$ cat config.mk
export PLATFORM = sky130hd
export DESIGN_NAME = dmem_arbiter
export DESIGN_NICKNAME = d
export VERILOG_FILES = /design/src/rtl/dmem_arb_pkg.sv /design/src/rtl/dmem_arbiter_rr.sv /design/src/rtl/dmem_arbiter.sv
export SDC_FILE = /design/constraint.sdc
export NUM_CORES = 1
export LEC_CHECK = 0
export ABC_CLOCK_PERIOD_IN_PS = 3600
export CAP_MARGIN = 0
export CORE_MARGIN = 2
export CORE_UTILIZATION = 42
export DETAILED_ROUTE_END_ITERATION = 8
export PLACE_DENSITY = 0.89
export SLEW_MARGIN = 0
export SYNTH_ARGS = -nofsm -noshare
export SYNTH_HDL_FRONTEND = slang
export SYNTH_HIERARCHICAL = 1
export SYNTH_SLANG_ARGS = --single-unit
$ cat constraint.sdc
create_clock -name clk -period 3.6 [get_ports clk]
set_input_delay 1.08 -clock clk [delete_from_list [all_inputs] [get_ports clk]]
set_output_delay 1.08 -clock clk [all_outputs]
set_load 0.01 [all_outputs]
$ cat src/rtl/dmem_arb_pkg.sv
// Shared types and constants for the data-memory arbiter: FSM state encoding,
// requester port indices and default widths.
package dmem_arb_pkg;

  localparam int DEF_ADDR_W       = 32;
  localparam int DEF_DATA_W       = 32;
  localparam int DEF_MEM_DEPTH    = 4;
  localparam int DEF_READ_LATENCY = 1;

  localparam logic PORT_CPU = 1'b0;
  localparam logic PORT_DBG = 1'b1;

  typedef enum logic [1:0] {
    IDLE  = 2'd0,
    ISSUE = 2'd1,
    WAIT  = 2'd2,
    RESP  = 2'd3
  } state_t;

  function automatic logic other_port(input logic port);
    return (port == PORT_CPU) ? PORT_DBG : PORT_CPU;
  endfunction

endpackage

$ cat src/rtl/dmem_arbiter_rr.sv
// Two-input round-robin grant. The pointer names the port that wins a tie and
// moves to the loser of each accepted arbitration.
module rr_arb2
  import dmem_arb_pkg::*;
(
  input  logic       clk,
  input  logic       reset,
  input  logic [1:0] req,
  input  logic       accept,
  output logic [1:0] grant
);

  logic       r_ptr;
  logic [1:0] w_grant;

  // One-hot grant from the request pair and the tie-break pointer
  always_comb begin
    w_grant = 2'b00;
    case (req)
      2'b01:   w_grant = 2'b01;
      2'b10:   w_grant = 2'b10;
      2'b11: begin
        if (r_ptr == PORT_DBG) begin
          w_grant = 2'b10;
        end else begin
          w_grant = 2'b01;
        end
      end
      default: w_grant = 2'b00;
    endcase
  end

  assign grant = w_grant;

  // Pointer update: only an accepted grant moves it, to the non-winning port
  always_ff @(posedge clk) begin
    if (reset) begin
      r_ptr <= PORT_CPU;
    end else if (accept) begin
      r_ptr <= other_port(w_grant[1]);
    end else begin
      r_ptr <= r_ptr;
    end
  end

endmodule

$ cat src/rtl/dmem_arbiter.sv
// Arbiter and sequencer placing the CPU and debug/loader requesters onto the
// single-port data memory, with fixed-latency read-data return.
module dmem_arbiter
  import dmem_arb_pkg::*;
#(
  parameter int ADDR_W       = DEF_ADDR_W,
  parameter int DATA_W       = DEF_DATA_W,
  parameter int MEM_DEPTH    = DEF_MEM_DEPTH,
  parameter int READ_LATENCY = DEF_READ_LATENCY
) (
  input  logic              clk,
  input  logic              reset,
  input  logic              req0_valid,
  input  logic              req0_write,
  input  logic [ADDR_W-1:0] req0_addr,
  input  logic [DATA_W-1:0] req0_wdata,
  output logic              req0_ready,
  output logic              req0_rvalid,
  output logic [DATA_W-1:0] req0_rdata,
  input  logic              req1_valid,
  input  logic              req1_write,
  input  logic [ADDR_W-1:0] req1_addr,
  input  logic [DATA_W-1:0] req1_wdata,
  output logic              req1_ready,
  output logic              req1_rvalid,
  output logic [DATA_W-1:0] req1_rdata,
  output logic              memRead,
  output logic              memWrite,
  output logic [ADDR_W-1:0] address,
  output logic [DATA_W-1:0] dataIn,
  input  logic [DATA_W-1:0] memDataOut
);

  localparam logic [ADDR_W-1:0] DEPTH_A = ADDR_W'(MEM_DEPTH);
  localparam logic [2:0]        LAT_C   = 3'(READ_LATENCY);

  state_t      r_state;
  logic        r_win;
  logic        r_write;
  logic        r_in_range;
  logic [2:0]  r_cnt;

  logic [1:0]        w_req;
  logic [1:0]        w_grant;
  logic              w_accept;
  logic              w_sel_write;
  logic [ADDR_W-1:0] w_sel_addr;
  logic [DATA_W-1:0] w_sel_wdata;
  logic              w_sel_in_range;

  assign w_req    = {req1_valid, req0_valid};
  assign w_accept = (r_state == IDLE) && (w_req != 2'b00) && !reset;

  rr_arb2 u_rr_arb2 (
    .clk    (clk),
    .reset  (reset),
    .req    (w_req),
    .accept (w_accept),
    .grant  (w_grant)
  );

  // The ready pulse must coincide with the accept cycle, so it stays combinational
  assign req0_ready = w_accept && w_grant[0];
  assign req1_ready = w_accept && w_grant[1];

  assign w_sel_write    = w_grant[1] ? req1_write : req0_write;
  assign w_sel_addr     = w_grant[1] ? req1_addr  : req0_addr;
  assign w_sel_wdata    = w_grant[1] ? req1_wdata : req0_wdata;
  assign w_sel_in_range = (w_sel_addr < DEPTH_A);

  // Sequencer FSM; strobes are registered so they are high only during ISSUE
  always_ff @(posedge clk) begin
    if (reset) begin
      r_state     <= IDLE;
      r_win       <= PORT_CPU;
      r_write     <= 1'b0;
      r_in_range  <= 1'b0;
      r_cnt       <= 3'd0;
      memRead     <= 1'b0;
      memWrite    <= 1'b0;
      address     <= {ADDR_W{1'b0}};
      dataIn      <= {DATA_W{1'b0}};
      req0_rvalid <= 1'b0;
      req1_rvalid <= 1'b0;
      req0_rdata  <= {DATA_W{1'b0}};
      req1_rdata  <= {DATA_W{1'b0}};
    end else begin
      memRead     <= 1'b0;
      memWrite    <= 1'b0;
      req0_rvalid <= 1'b0;
      req1_rvalid <= 1'b0;
      case (r_state)
        IDLE: begin
          if (w_accept) begin
            r_win      <= w_grant[1];
            r_write    <= w_sel_write;
            r_in_range <= w_sel_in_range;
            address    <= w_sel_addr;
            dataIn     <= w_sel_wdata;
            memWrite   <= w_sel_in_range && w_sel_write;
            memRead    <= w_sel_in_range && !w_sel_write;
            r_state    <= ISSUE;
          end
        end
        ISSUE: begin
          if (r_write) begin
            r_state <= IDLE;
          end else begin
            r_cnt   <= LAT_C;
            r_state <= WAIT;
          end
        end
        WAIT: begin
          if (r_cnt == 3'd1) begin
            // Out-of-range reads return zero rather than whatever the memory drives
            if (r_win == PORT_DBG) begin
              req1_rdata  <= r_in_range ? memDataOut : {DATA_W{1'b0}};
              req1_rvalid <= 1'b1;
            end else begin
              req0_rdata  <= r_in_range ? memDataOut : {DATA_W{1'b0}};
              req0_rvalid <= 1'b1;
            end
            r_state <= RESP;
          end else begin
            r_cnt <= r_cnt - 3'd1;
          end
        end
        RESP: begin
          r_state <= IDLE;
        end
        default: begin
          r_state <= IDLE;
        end
      endcase
    end
  end

endmodule

==> reports/metrics.csv <==
metric,value,unit
status,"complete, no violations",
crit path kind,input pin to output pin,
Worst-Margin Slew,1.12,ns
Initial Util,42.8,%
final hold violations,0,
Int Pwr,3.16,mW
drt wl/cell,17.6,um
Die ar.,14400,um2
DP Area,8750,um2
Ports,300,
sequential area share after synthesis,50.0,%
design area,9320,um2
Clk pwr share,40.6,%
Critical Path Source Type,input pin,
Pre-Repair DR Iteration Count,5,
min-delay src,req1_rdata[0]$_SDFFE_PP0P_,
setup violators final,0,
FILL cells,977,
r2r startpoint,u_rr_arb2/r_ptr$_SDFFE_PP0P_,
Total Routing Usage GR,25.7,%
r2r setup slk,1.28,ns
crit-path max cell delay,0.49,ns
VDD IR max,285,uV
worst path cell trace,clkdlybuf4s50_1 -> nor2_1 -> nor3_2 -> nand2b_2 -> inv_1 -> and2_1 -> clkbuf_2,
Finished Layout Cells,1056,
mean area per synthesized cell,9.69,um2
Max Clk Rate,291,MHz
overflow left after global routing,0,
commonest cells in the netlist,"141 x dfxtp_1, 67 x nand3_1, 66 x o2bb2ai_1",
RSZ-0062 raised after global routing,no,
relative slew slack,25.4,%
drt via density,5.27,
biggest area consumer among synthesized cells,dfxtp_1,
clk_lat worst skew,0.42,ns
CTS Hold Buffers Added,0,
initial antenna violation count,2,
area grow syn2layout,65.0,%
Detailed Route Iter0 Violations,447,
net switching power,1.01,mW
leading post-synthesis cells by cell area,"dfxtp_1 50%, mux2i_1 12%, o2bb2ai_1 10%",
Hold Path End,req1_rdata[0]$_SDFFE_PP0P_,
CTS tree,yes,
Hold Crit Depth,2,
Async SR Flop Fraction,0,%
combinational share of power,18.0,%
Final GP Congestion,0.864,
setup ws final,0.159,ns
Synth top area share,50.0,%
root buffer cell,clkbuf_16,
post-synthesis register bit count,141,
switch share,24.3,%
DRC viols,0,
Max Cap Violations,0,
number of placed cells counting well taps,1023,
CTS sink count,141,
Port Buffer Count,299,
setup TNS,0,ns
clk buf depth,2,
first-pass GRT wire length,29000,um
Slew Limit Fails,0,
CTS H-tree lvls,4,
Mapped Area,5650,um2
"Top FF cell, synth",dfxtp_1,
nature of the critical path endpoint,output pin,
Die Wd,120,um
most frequent cell after synthesis,dfxtp_1,
Hold WC Path Type,flop to flop,
Hold WS,0.452,ns
WP data arrival,2.36,ns
period utilization,95.6,%
Leakage,3.24,nW
Worst Path Required,2.52,ns
number of nets in the layout,1034,
dpl hpwl,13000,um
Detail Route Antenna Nets,0,
crit path max-delay cell type,clkdlybuf4s50_1,
syn_nets,751,
CTS buffer count,17,
Ys Warns,6,
PD cells,448,nW/um2
part of the power in registers,41.3,%
die height,120,um
Post-synth EDFFs,0,
number of global-route vias before repair,5590,
CP max FO,4,
Rows,42,
pre-CTS setup slack,-0.353,ns
worst reg2reg path depth,6,
minimum clock period,3.44,ns
Core ar.,13200,um2
Setup Skew,0.00698,ns
"Distinct cells, synth",38,
WL final,18600,um
instance count of the mapped netlist,583,
reg2reg end,dataIn[19]$_SDFFE_PP0P_,
Via Count,5562,
share of cells above drive strength 1,6.83,%
Worst-path clk slew,0.05,ns
Critical Path Source,req0_valid,
largest net degree at the start of global routing,74,
==> worst max-delay path by stage <==
stage                             to  slack [ns]  depth (start not counted)
after floorplan           req1_ready        0.77                          5
after global placement    req1_ready       -0.25                          7
after detailed placement  req1_ready       -0.35                          7
after CTS                 req1_ready        0.03                          7
after global routing      req1_ready        0.08                          7
final                     req1_ready        0.16                          7
==> logic make-up (layout without fill, tap and decap cells) <==
| family | after synthesis | count (layout) | synth area share, % |
|---|---|---|---|
| adder cells (fa/ha/maj) | 2 | 2 | 0.443 |
| AO/OA/AOI/OAI | 137 | 137 | 16.9 |
| other | 0 | 2 | 0 |
| XOR/XNOR | 1 | 1 | 0.155 |
| AND/OR/NAND/NOR | 182 | 182 | 15.9 |
| multiplexers | 65 | 65 | 11.5 |
| buffers and inverters | 55 | 350 | 5.14 |
| flip-flops | 141 | 141 | 50.0 |
==> sequential cells by signal, indices dropped and copies added, names as in the netlist, 3 cells and up, named ones only <==
name        flops
req0_rdata     32
req1_rdata     32
dataIn         32
r_cnt           3
address        32
==> layout make-up <==
cell class                 count  area (um2)  area share (%)
inverter                       4        15.0           0.161
sequential                   141        2820            30.3
antenna                        2        5.00          0.0537
multi-input combinational    387        2570            27.5
clock buffer                  24         482            5.17
clock inverter                 7        87.6           0.939
tap                          176         220            2.36
timing repair buffer         315        3120            33.5
==> routing by layer <==
metal | part of all wire (%) | global-route usage (%) | up-vias
li1 | - | - | 2696
met1 | 41 | 29.0 | 2614
met2 | 49 | 43.8 | 219
met3 | 7.9 | 9.74 | 33
met4 | 2.4 | 9.85 | 0
met5 | 0 | 0 | -
==> what timing repair did <==
action,4_1_cts,5_1_grt
endpoints found under the setup margin,2,2
resized for setup,3,4
buffers inserted,0,0
==> critical path, delay by kind of cell <==
| kind | cells | cell delay [ns] |
|---|---|---|
| and+or+nand+nor | 4 | 0.53 |
| buffers and inverters | 3 | 0.75 |
==> placed cells by master, fill, tap and decap left out, types with 2 or more instances in the layout <==
cell,count
clkdlybuf4s50_1,296
dfxtp_1,140
nand3_1,67
o2bb2ai_1,66
mux2i_1,65
nand2_1,64
a21oi_1,64
clkbuf_16,17
buf_4,14
nor4_1,11
nor2_1,10
nor3_1,5
clkbuf_1,4
clkinv_2,4
inv_1,3
and2_1,3
clkbuf_8,3
diode_2,2
nor3_2,2
nand2b_1,2
nor3_4,2
or3_1,2
nand4_1,2
ha_1,2
bufinv_16,2
clkbuf_2,2
buf_12,2
==> power by group through the flow <==
stage / logic [mW] / clock network, mW / registers (mW)
2_1_floorplan: 0.251 / 0 / 1.79
3_3_place_gp: 0.740 / 0 / 1.75
3_5_place_dp: 0.750 / 0 / 1.75
4_1_cts: 0.755 / 1.72 / 1.72
5_1_grt: 0.802 / 1.80 / 1.74
6_report: 0.752 / 1.70 / 1.73
==> per-stage QoR <==
step | util [%] | power, mW
after floorplan | - | 2.04
after global placement | 66.4 | 2.49
after detailed placement | 66.4 | 2.50
after CTS | 70.7 | 4.20
after global routing | 70.7 | 4.34
final | 70.7 | 4.17
(Power assumes the default switching activity.)
